File: config.mk
export PLATFORM = sky130hd
export DESIGN_NAME = dbus_xbar_n
export DESIGN_NICKNAME = d
export VERILOG_FILES = /design/src/rtl/dbus_xbar_n.sv
export SDC_FILE = /design/constraint.sdc
export NUM_CORES = 1
export LEC_CHECK = 0
export BUFFER_PORTS_ARGS = -buffer_cell sky130_fd_sc_hd__buf_2
export CAP_MARGIN = 20
export CORE_AREA = 8 8 125 127
export CTS_BUF_LIST = sky130_fd_sc_hd__clkbuf_4
export CTS_CLUSTER_SIZE = 30
export DETAILED_ROUTE_END_ITERATION = 7
export DIE_AREA = 0 0 133 135
export PLACE_DENSITY_LB_ADDON = 0.05
export RECOVER_POWER = 50
export SYNTH_ARGS = -nofsm -noshare
export SYNTH_HDL_FRONTEND = slang
export SYNTH_SLANG_ARGS = --single-unit
File: constraint.sdc
create_clock -name clk -period 3.2 [get_ports clk]
set_input_delay 0.16 -clock clk [delete_from_list [all_inputs] [get_ports clk]]
set_output_delay 0.16 -clock clk [all_outputs]
set_load 0.02 [all_outputs]
File: src/rtl/dbus_xbar_n.sv
// Single-master, N-slave data-bus crossbar: base/mask decode, one-hot slave select, error response.
// Optional hung-slave watchdog enabled by defining DBUS_TIMEOUT_EN.
module dbus_xbar_n #(
    parameter int N_SLAVES = 4,
    parameter int ADDR_W   = 32,
    parameter int DATA_W   = 32,
    parameter logic [N_SLAVES*ADDR_W-1:0] SLAVE_BASE =
        {32'h0C00_0000, 32'h0200_0000, 32'h1000_0000, 32'h0000_0000},
    parameter logic [N_SLAVES*ADDR_W-1:0] SLAVE_MASK =
        {32'hFF00_0000, 32'hFFFF_0000, 32'hFFFF_FF00, 32'hFFFF_0000},
    parameter int TIMEOUT_CYCLES = 256
) (
    input  logic                       clk,
    input  logic                       rst_n,
    input  logic                       m_bstart,
    input  logic [ADDR_W-1:0]          m_addr,
    input  logic                       m_ttype,
    input  logic [1:0]                 m_tsize,
    input  logic [DATA_W-1:0]          m_wdata,
    output logic [DATA_W-1:0]          m_rdata,
    output logic                       m_bdone,
    output logic                       m_berr,
    output logic                       m_busy,
    output logic [N_SLAVES-1:0]        s_ss,
    output logic [ADDR_W-1:0]          s_addr,
    output logic                       s_ttype,
    output logic [1:0]                 s_tsize,
    output logic [DATA_W-1:0]          s_wdata,
    input  logic [N_SLAVES*DATA_W-1:0] s_rdata,
    input  logic [N_SLAVES-1:0]        s_bdone,
    output logic [ADDR_W-1:0]          err_addr
);
    localparam int SEL_W = (N_SLAVES > 1) ? $clog2(N_SLAVES) : 1;

    typedef enum logic [1:0] {IDLE, ACTIVE, ERR} state_t;

    state_t           state;
    logic [SEL_W-1:0] sel;
    logic             hit;
    logic [SEL_W-1:0] hit_idx;
    logic             aligned;
    logic             sel_bdone;
    logic [DATA_W-1:0] sel_rdata;
    logic             done_ok;
    logic             tmo;

    // Descending scan so the lowest matching index is the one left standing.
    always_comb begin
        hit     = 1'b0;
        hit_idx = '0;
        for (int i = N_SLAVES - 1; i >= 0; i--) begin
            if ((m_addr & SLAVE_MASK[i*ADDR_W +: ADDR_W]) == SLAVE_BASE[i*ADDR_W +: ADDR_W]) begin
                hit     = 1'b1;
                hit_idx = SEL_W'(i);
            end
        end
    end

    always_comb begin
        aligned = 1'b1;
        if (m_tsize == 2'd1)
            aligned = ~m_addr[0];
        else if (m_tsize[1])
            aligned = (m_addr[1:0] == 2'b00);
    end

    assign sel_bdone = s_bdone[sel];
    assign sel_rdata = s_rdata[sel*DATA_W +: DATA_W];
    assign done_ok   = (state == ACTIVE) && sel_bdone;

`ifdef DBUS_TIMEOUT_EN
    localparam int CNT_W = $clog2(TIMEOUT_CYCLES + 1);
    logic [CNT_W-1:0] cnt;
    // The limit fires in the TIMEOUT_CYCLES-th active cycle; a same-cycle s_bdone still wins.
    assign tmo = (state == ACTIVE) && (cnt == CNT_W'(TIMEOUT_CYCLES - 1));
`else
    assign tmo = 1'b0;
`endif

    assign m_busy  = (state != IDLE);
    assign m_bdone = done_ok || tmo || (state == ERR);
    assign m_berr  = (state == ERR) || (tmo && !sel_bdone);
    assign m_rdata = (done_ok && !s_ttype) ? sel_rdata : '0;

    always_ff @(posedge clk or negedge rst_n) begin
        if (!rst_n) begin
            state    <= IDLE;
            sel      <= '0;
            s_ss     <= '0;
            s_addr   <= '0;
            s_ttype  <= 1'b0;
            s_tsize  <= 2'd0;
            s_wdata  <= '0;
            err_addr <= '0;
`ifdef DBUS_TIMEOUT_EN
            cnt      <= '0;
`endif
        end else begin
            case (state)
                IDLE: begin
                    if (m_bstart) begin
                        s_addr  <= m_addr;
                        s_ttype <= m_ttype;
                        s_tsize <= m_tsize;
                        s_wdata <= m_wdata;
                        if (hit && aligned) begin
                            sel   <= hit_idx;
                            s_ss  <= N_SLAVES'(1) << hit_idx;
                            state <= ACTIVE;
`ifdef DBUS_TIMEOUT_EN
                            cnt   <= '0;
`endif
                        end else begin
                            state <= ERR;
                        end
                    end
                end
                ACTIVE: begin
                    if (sel_bdone || tmo) begin
                        s_ss  <= '0;
                        state <= IDLE;
                        if (!sel_bdone)
                            err_addr <= s_addr;
                    end
`ifdef DBUS_TIMEOUT_EN
                    else begin
                        cnt <= cnt + 1'b1;
                    end
`endif
                end
                ERR: begin
                    err_addr <= s_addr;
                    state    <= IDLE;
                end
                default: state <= IDLE;
            endcase
        end
    end
endmodule

After elaboration in Yosys (flattened, before gate mapping)
Index checks and enable logic that the tools add are counted.

storage, ports and cells
  register bits = 107
  word-level logic and storage cells = 56

operators by class
  equality and inequality tests = 9
  shifts and indexed selects = 2
  multiplexer cells = 21
  order comparisons = 1
  bitwise gates (word level) = 1
  reductions and logical operators = 14

operators by type and width
  kind                  number
  $shiftx 128x8->32     1
  $logic_not 32->1      1
  $mux 32               1
  $eq 24x21->1 const B  1
  $eq 16x10->1 const B  1
  $mux 2                7
  $mux 4                3
  $eq 8x4->1 const B    1
  $pmux 4 s2            1
  $mux 1                7
  $ne 2x2->1 const B    3
  $eq 2x1->1 const B    2
  $logic_not 2->1       2
  $pmux 2 s2            1
  $reduce_and 2->1      2
  $reduce_and 4->1      1
  $reduce_bool 2->1     2
  $shl 1x2->4 const A   1
  $logic_and 1x1->1     3
  $lt 2x3->1 const B    1
  $reduce_and 3->1      1
  $bmux 1 s2            1
  $eq 2x2->1 const B    1
  $logic_not 1->1       1
  2 further kinds       2

Depth between registers and ports, before layout
Gate-level depths: netlist of run 1.

  depth in word-level cells = 9
  mapped depth = 6

Least setup slack after synthesis of run 1
Ideal clock, no wire load.

  path kind = flip-flop to output port
  start = reg sel[0]
  end = out m_rdata[10]
  data required time = 3040 ps
  cell stages (with the launch flop) = 7
  arrival time = 1690 ps
  slack = 1350 ps
  buffers on the path = 2
  path through = dfrtp_1 > buf_4 > mux4_2 > nand3b_2 > or2_4 > buf_6 > nor2b_1

between the ends
  longest elaborated chain between the ends = 5

RTL lines
  what                                                                       line  text
  start, declared                                                            38    logic [SEL_W-1:0] sel;
  start signal, assigned                                                     107   sel <= hit_idx;
  parallel branches: the longest is 4 deep, another holds $shiftx 128x8->32  -
  $mux 32 *                                                                  83    assign m_rdata = (done_ok && !s_ttype) ? sel_rdata : '0;
  end, declared                                                              20    output logic [DATA_W-1:0] m_rdata,

Every way passes the cells marked *. The select of a mux whose other input is x is not followed.

Worst setup path in the final report of run 1
  start = reg sel[0]
  end = out m_rdata[0]

The elaborated chain is that of the path after synthesis.

==> results of run 1 <==
cell type report:
cell class / instances / area, µm² / area share (%)
antenna: 8 / 20.02 / 0.2556
clock buffer: 10 / 75.07 / 0.9583
clock inverter: 4 / 43.79 / 0.5590
inverter: 2 / 7.507 / 0.09583
multi-input combinational: 214 / 2464 / 31.45
sequential: 107 / 2679 / 34.20
tap: 180 / 225.2 / 2.875
timing repair buffer: 414 / 2320 / 29.61
state kept, by name, summed over array words and instances, names as in the netlist:
register,count
err_addr,32
s_addr,32
s_wdata,32
s_ss,4
s_tsize,2
sel,2
state,2
s_ttype,1
cell usage after synthesis (4+ instances only):
library cell	instances	area, µm²
buf_2	10	50.05
buf_4	4	30.03
clkbuf_1	4	15.01
dfrtp_1	107	2678
mux2_2	99	1115
mux4_2	32	720.7
nand2_1	5	18.77
nand4_1	4	25.02
nor2_1	7	26.28
nor2b_1	12	75.07
nor2b_2	21	183.9
nor3_1	4	20.02
through the flow:
| step | util (%) | instance area, µm² | total power [mW] | hold slack [ps] |
|---|---|---|---|---|
| floorplan | - | 5270 | 2.360 | -135.6 |
| global placement | 52.54 | 7152 | 2.846 | 291.3 |
| detailed placement | 52.54 | 7152 | 2.876 | 302.0 |
| CTS | 58.42 | 7951 | 3.593 | 150.0 |
| global route | 57.53 | 7831 | 3.661 | 171.8 |
| finish | 57.55 | 7834 | 3.476 | 169.7 |
path summary, 6_finish.rpt:
check                              from      endpoint  slack (ps)
max reg2reg                    state[0]    s_wdata[9]        1150
min                          s_bdone[2]      state[0]         170
max                              sel[0]    m_rdata[0]         650
min in group asynchronous         rst_n    s_wdata[3]         610
min reg2reg                err_addr[29]  err_addr[29]         520
max in group asynchronous         rst_n    s_addr[19]         800
cells by family after synthesis:
kind of cell | after synthesis | synth area share [%]
AO/OA/AOI/OAI | 8 | 1.140
AND/OR/NAND/NOR | 70 | 9.189
multiplexers | 136 | 36.18
buffers and inverters | 24 | 2.683
flip-flops | 107 | 50.81
power groups by stage:
stage	Combinational, mW	Clock, mW	Sequential (mW)
2_1_floorplan	0.332	0	2.03
3_3_place_gp	1.12	0	1.73
3_5_place_dp	1.13	0	1.74
4_1_cts	1.20	0.676	1.72
5_1_grt	1.19	0.713	1.76
6_report	1.11	0.644	1.72
critical path, stage by stage, from the launching register on:
cell and delay, ps:
dfrtp_2 400, mux4_2 540, nand3b_2 190, or2_4 470, nor2b_1 140, buf_2 190
per-layer routing:
| layer | GRT usage (%) | routed length, µm | vias up | share of wire (%) |
|---|---|---|---|---|
| met5 | 0 | 0 | - | 0 |
| met4 | 8.454 | 433 | 0 | 2.3 |
| met2 | 37.61 | 10240 | 186 | 55 |
| met1 | 21.04 | 6496 | 2212 | 35 |
| met3 | 6.426 | 1408 | 23 | 7.6 |
| li1 | - | - | 2084 | - |
what timing repair did:
action / 4_1_cts / 5_1_grt
endpoints found under the setup margin: 0 / 0
hold buffers: 68 / 0
hold endpoints to repair: 127 / 0
==> impl_metrics.json, run 1 <==
{
  "via_per_inst": 4.798,
  "skew_ps": 11.05,
  "boundaryPins": 340,
  "track_usage_pct": 20.44,
  "setup_slack_ps": 652.0,
  "ir_drop_v": 0.0003250,
  "ctsHtreeMaxLevel": 3,
  "startpoint_type": "flip-flop",
  "crit_type": "reg2out",
  "synth_edf_count": 0,
  "seq_power_share_pct": 49.5,
  "route.detailed.drc": 0,
  "initial_utilization_pct": 38.72,
  "arrival_ps": 2390,
  "p_sw_mw": 1.168,
  "vias": 4505,
  "mostFrequentLayoutCell": "buf_2",
  "final_layout_size_suffix_gt1_share_pct": 55.93,
  "hold_path.class": "in2reg",
  "yosys_warnings": 0,
  "rr_worst_depth": 4,
  "antenna_found_initial": 7,
  "rows": 43,
  "crit_fanout": 32,
  "io_buffers": 339,
  "post_cts_buffers": 0,
  "synth.cell_area_mm2": 0.005270,
  "layout_worst_path_cycle_share_pct": 79.62,
  "coreArea_mm2": 0.01361,
  "swShare_pct": 33.60,
  "whs_path_depth": 3,
  "synthArstFlopShare_pct": 100.0,
  "period_minus_slack_ps": 2548,
  "ant_nets": 0,
  "cts_root_buffer": "clkbuf_4",
  "powerDensity_mw_per_mm2": 443.7,
  "gp_congestion": 0.9494,
  "grt_max_degree": 63,
  "clkLatencyLatePin_ps": 440,
  "clock_sinks": 107,
  "die-area_mm2": 0.01796,
  "grt_setup_unrepaired": "no",
  "overflow": 0,
  "finalSetupViolCount": 0,
  "status": "complete, but fails checks",
  "die_width_um": 133,
  "worst_setup_path_end_kind": "output pin",
  "pwr-share-comb_pct": 32.0,
  "synth_cell_types": 39,
  "dpl.hpwl_um": 15010,
  "fmax_mhz": 392.5,
  "synth_flop_cell": "dfrtp_1",
  "cap_violations": 1,
  "cts_max_path_buffers": 2,
  "finalHoldViolCount": 0,
  "area_delta_synth_final_pct": 48.65,
  "p_int_mw": 2.308,
  "cts-resized-gates": 0,
  "ys_ff_latch": 107,
  "fill_cells": 1256,
  "dp_slack_ps": 1132,
  "first_pass_iters": 4,
  "finalMaxSlewViolations": 63,
  "setup_tns_ps": 0,
  "worstMarginPinSlew_ps": 1516,
  "drt_iter0_markers": 84,
  "numPlacedInstances": 849,
  "nets": 950,
  "numCtsBuffers": 9,
  "violations": "capacitance limit, slew limit",
  "syn_inst": 345,
  "cts_tree": "built",
  "wl_per_cell_um": 19.79,
  "crit_required_ps": 3040,
  "grt_pass1_vias": 5113,
  "final_cells": 939,
  "avgSynthCellArea_um2": 15.28,
  "p_clk_share_pct": 18.5,
  "synth_fp_nets": 547,
  "yosysSeqAreaShare_pct": 50.81,
  "max_slew_margin_pct": -1.084,
  "final_cell_mix": "buf_2 (236), dfrtp_1 (106), clkbuf_1 (104), mux2_2 (99), dlygate4sd3_1 (68)",
  "power_leakage_nw": 3.532,
  "fp.dieH_um": 135,
  "cts.clk_slew.worst_paths_ps": 150,
  "routed_wl_um": 18580,
  "grt_pass1_wl_um": 28740
}
Note: power is estimated with default switching activity, not from simulation.
==> inputs of run 2 (changes only) <==
--- a/config.mk
+++ b/config.mk
@@ -5,13 +5,14 @@
 export SDC_FILE = /design/constraint.sdc
 export NUM_CORES = 1
 export LEC_CHECK = 0
+export ABC_AREA = 1
 export BUFFER_PORTS_ARGS = -buffer_cell sky130_fd_sc_hd__buf_2
 export CAP_MARGIN = 20
-export CORE_AREA = 8 8 125 127
+export CORE_MARGIN = 8
+export CORE_UTILIZATION = 40
 export CTS_BUF_LIST = sky130_fd_sc_hd__clkbuf_4
 export CTS_CLUSTER_SIZE = 30
 export DETAILED_ROUTE_END_ITERATION = 7
-export DIE_AREA = 0 0 133 135
 export PLACE_DENSITY_LB_ADDON = 0.05
 export RECOVER_POWER = 50
 export SYNTH_ARGS = -nofsm -noshare
==> constraint.sdc (replaced) <==
create_clock -name clk -period 2.2 [get_ports clk]
set_input_delay 0.11 -clock clk [delete_from_list [all_inputs] [get_ports clk]]
set_output_delay 0.11 -clock clk [all_outputs]
set_load 0.02 [all_outputs]
==> impl_metrics.json, run 2 <==
{
  "status": "complete, but fails checks",
  "violations": "capacitance limit, slew limit",
  "synth_cell_types": 21,
  "rows": 42,
  "crit_family": "buffers and inverters",
  "grt_setup_unrepaired": "yes",
  "drt_iter0_markers": 371,
  "setup_tns_ps": 0,
  "grt_pass1_vias": 6198,
  "holdWs_ps": 212.3,
  "dpl.hpwl_um": 16620,
  "fp.dieH_um": 132.9,
  "grt_max_degree": 65,
  "nets": 1353,
  "cp_num_buf_inv": 3,
  "synth.cell_area_mm2": 0.005461,
  "skew_ps": 28.25,
  "routed_wl_um": 22730,
  "numCtsBuffers": 9,
  "vias": 6298,
  "first_pass_iters": 5,
  "yosysTopAreaCell": "dfrtp_1",
  "fmax_mhz": 470.8,
  "yosysSeqAreaShare_pct": 49.03,
  "ir_drop_v": 0.0005261,
  "synthTopCellsByArea": "dfrtp_1 (49%), nand2_1 (21%), nor2_1 (10%)",
  "finalSetupViolCount": 0,
  "coreArea_mm2": 0.01330,
  "area_delta_synth_final_pct": 50.40,
  "utilization_pct": 61.78,
  "mostFrequentLayoutCell": "nand2_1",
  "fill_cells": 1307,
  "worstMarginPinSlew_ps": 1645,
  "clkLatencyLatePin_ps": 470,
  "finalMaxSlewViolations": 28,
  "final_cells": 1336,
  "cp.depth": 8,
  "die-area_mm2": 0.01765,
  "synthTopCellsByCount": "nand2_1 (304), nor2_1 (152), dfrtp_1 (107)",
  "grt_pass1_wl_um": 34470,
  "final_layout_size_suffix_gt1_share_pct": 30.54,
  "reg2reg_from": "state[0]",
  "crit_slowest_cell": "dfrtp_2",
  "initial_utilization_pct": 41.08,
  "cap_violations": 1,
  "dp_slack_ps": 436.5,
  "top_regs": "err_addr (32), s_addr (32), s_wdata (32)",
  "cts_max_path_buffers": 2,
  "yosys_warnings": 0,
  "worst_setup_path_end_kind": "output pin",
  "setup_slack_ps": 76.04,
  "layout_worst_path_cycle_share_pct": 96.54,
  "synth_flop_cell": "dfrtp_1",
  "via_per_inst": 4.714,
  "synth_edf_count": 0,
  "arrival_ps": 2010,
  "io_buffers": 339,
  "whs_path_depth": 5,
  "cts_root_buffer": "clkbuf_4",
  "r2r_setup_slack_ps": 430,
  "startpoint_type": "flip-flop",
  "min_from": "s_bdone[0]",
  "track_usage_pct": 24.43,
  "ys_ff_latch": 107,
  "period_minus_slack_ps": 2124,
  "cts_tree": "built",
  "overflow": 0,
  "final_cell_mix": "nand2_1 (303), buf_2 (253), nor2_1 (151), dfrtp_1 (106), o21ai_0 (78)",
  "synth_fp_nets": 960,
  "crit_type": "reg2out",
  "power_mw": 4.885,
  "power_leakage_nw": 4.401,
  "avgSynthCellArea_um2": 7.205,
  "boundaryPins": 340,
  "yosysMostFrequentCell": "nand2_1",
  "gp_congestion": 0.8746,
  "ctsHtreeMaxLevel": 3,
  "die_width_um": 132.9,
  "ant_nets": 0,
  "hold_path.class": "in2reg",
  "dpl_cell_area_mm2": 0.007302,
  "synth.top_cell.area_share_pct": 49.03,
  "finalHoldViolCount": 0,
  "max_slew_margin_pct": -9.675,
  "crit_fanout": 16,
  "route.detailed.drc": 0,
  "rr_worst_depth": 6,
  "max_stage_delay_ps": 440,
  "wl_per_cell_um": 17.02,
  "path_cells": "inv_2 > nor2_1 > o22a_1 > nor2_4 > nand2_4 > buf_12 > a21oi_1 > buf_4",
  "clock_sinks": 107,
  "syn_inst": 758,
  "hold_end": "state[0]",
  "crit_required_ps": 2090,
  "cts.clk_slew.worst_paths_ps": 140,
  "synthArstFlopShare_pct": 100.0,
  "fin_area_mm2": 0.008214,
  "r2r_end": "s_wdata[12]",
  "antenna_found_initial": 4,
  "powerDensity_mw_per_mm2": 594.7,
  "numPlacedInstances": 1244
}
run 2: worst max path at each step:
stage | startpoint | endpoint | slack (ps)
floorplan | sel[0] | m_rdata[10] | 670
global placement | sel[0] | m_rdata[24] | 480
detailed placement | state[0] | s_addr[31] | 440
CTS | sel[0] | m_rdata[9] | 5
global route | sel[0] | m_rdata[0] | -90
finish | sel[0] | m_rdata[0] | 80
run 2: logic make-up (layout without fill, tap and decap cells):
group                  after synthesis  count (layout)  synth area share (%)
AO/OA/AOI/OAI                      116             116                 12.76
flip-flops                         107             107                 49.03
other                                0               4                     0
buffers and inverters               63             461                 5.154
AND/OR/NAND/NOR                    472             472                 33.06
run 2: layout make-up:
| class | instances | area [µm²] | area share, % |
|---|---|---|---|
| Antenna cell | 4 | 10.01 | 0.1219 |
| Clock buffer | 10 | 75.07 | 0.9139 |
| Clock inverter | 6 | 62.56 | 0.7616 |
| Inverter | 19 | 71.32 | 0.8682 |
| Multi-Input combinational cell | 588 | 2520 | 30.68 |
| Sequential cell | 107 | 2679 | 32.61 |
| Tap cell | 176 | 220.2 | 2.681 |
| Timing Repair Buffer | 426 | 2576 | 31.36 |
run 2: layer usage:
layer / up-vias / share of wire (%) / GRT usage, %
met5: - / 0 / 0
met4: 0 / 3.2 / 11.17
met3: 46 / 7.4 / 6.851
met2: 265 / 49 / 41.54
met1: 2841 / 40 / 27.91
li1: 3146 / - / -
run 2: power breakdown:
| group | internal [mW] | switching [mW] |
|---|---|---|
| clock | 0.364 | 0.637 |
| combinational | 0.528 | 0.950 |
| sequential | 2.24 | 0.170 |
run 2: worst reg2reg max path, stage by stage, from the launching register on:
cell     delay (ps)
dfrtp_1         430
nor2_1          230
nand2_2         350
inv_2           140
buf_4           370
nand2_1         120
nand2_1          90
run 2: timing repair:
item	in CTS	in global routing
gates cloned	0	2
pin swaps	0	2
endpoints found under the setup margin	32	32
setup buffers	0	2
gates resized for setup	3	37
hold buffers	68	0
endpoints found under the hold margin	167	0
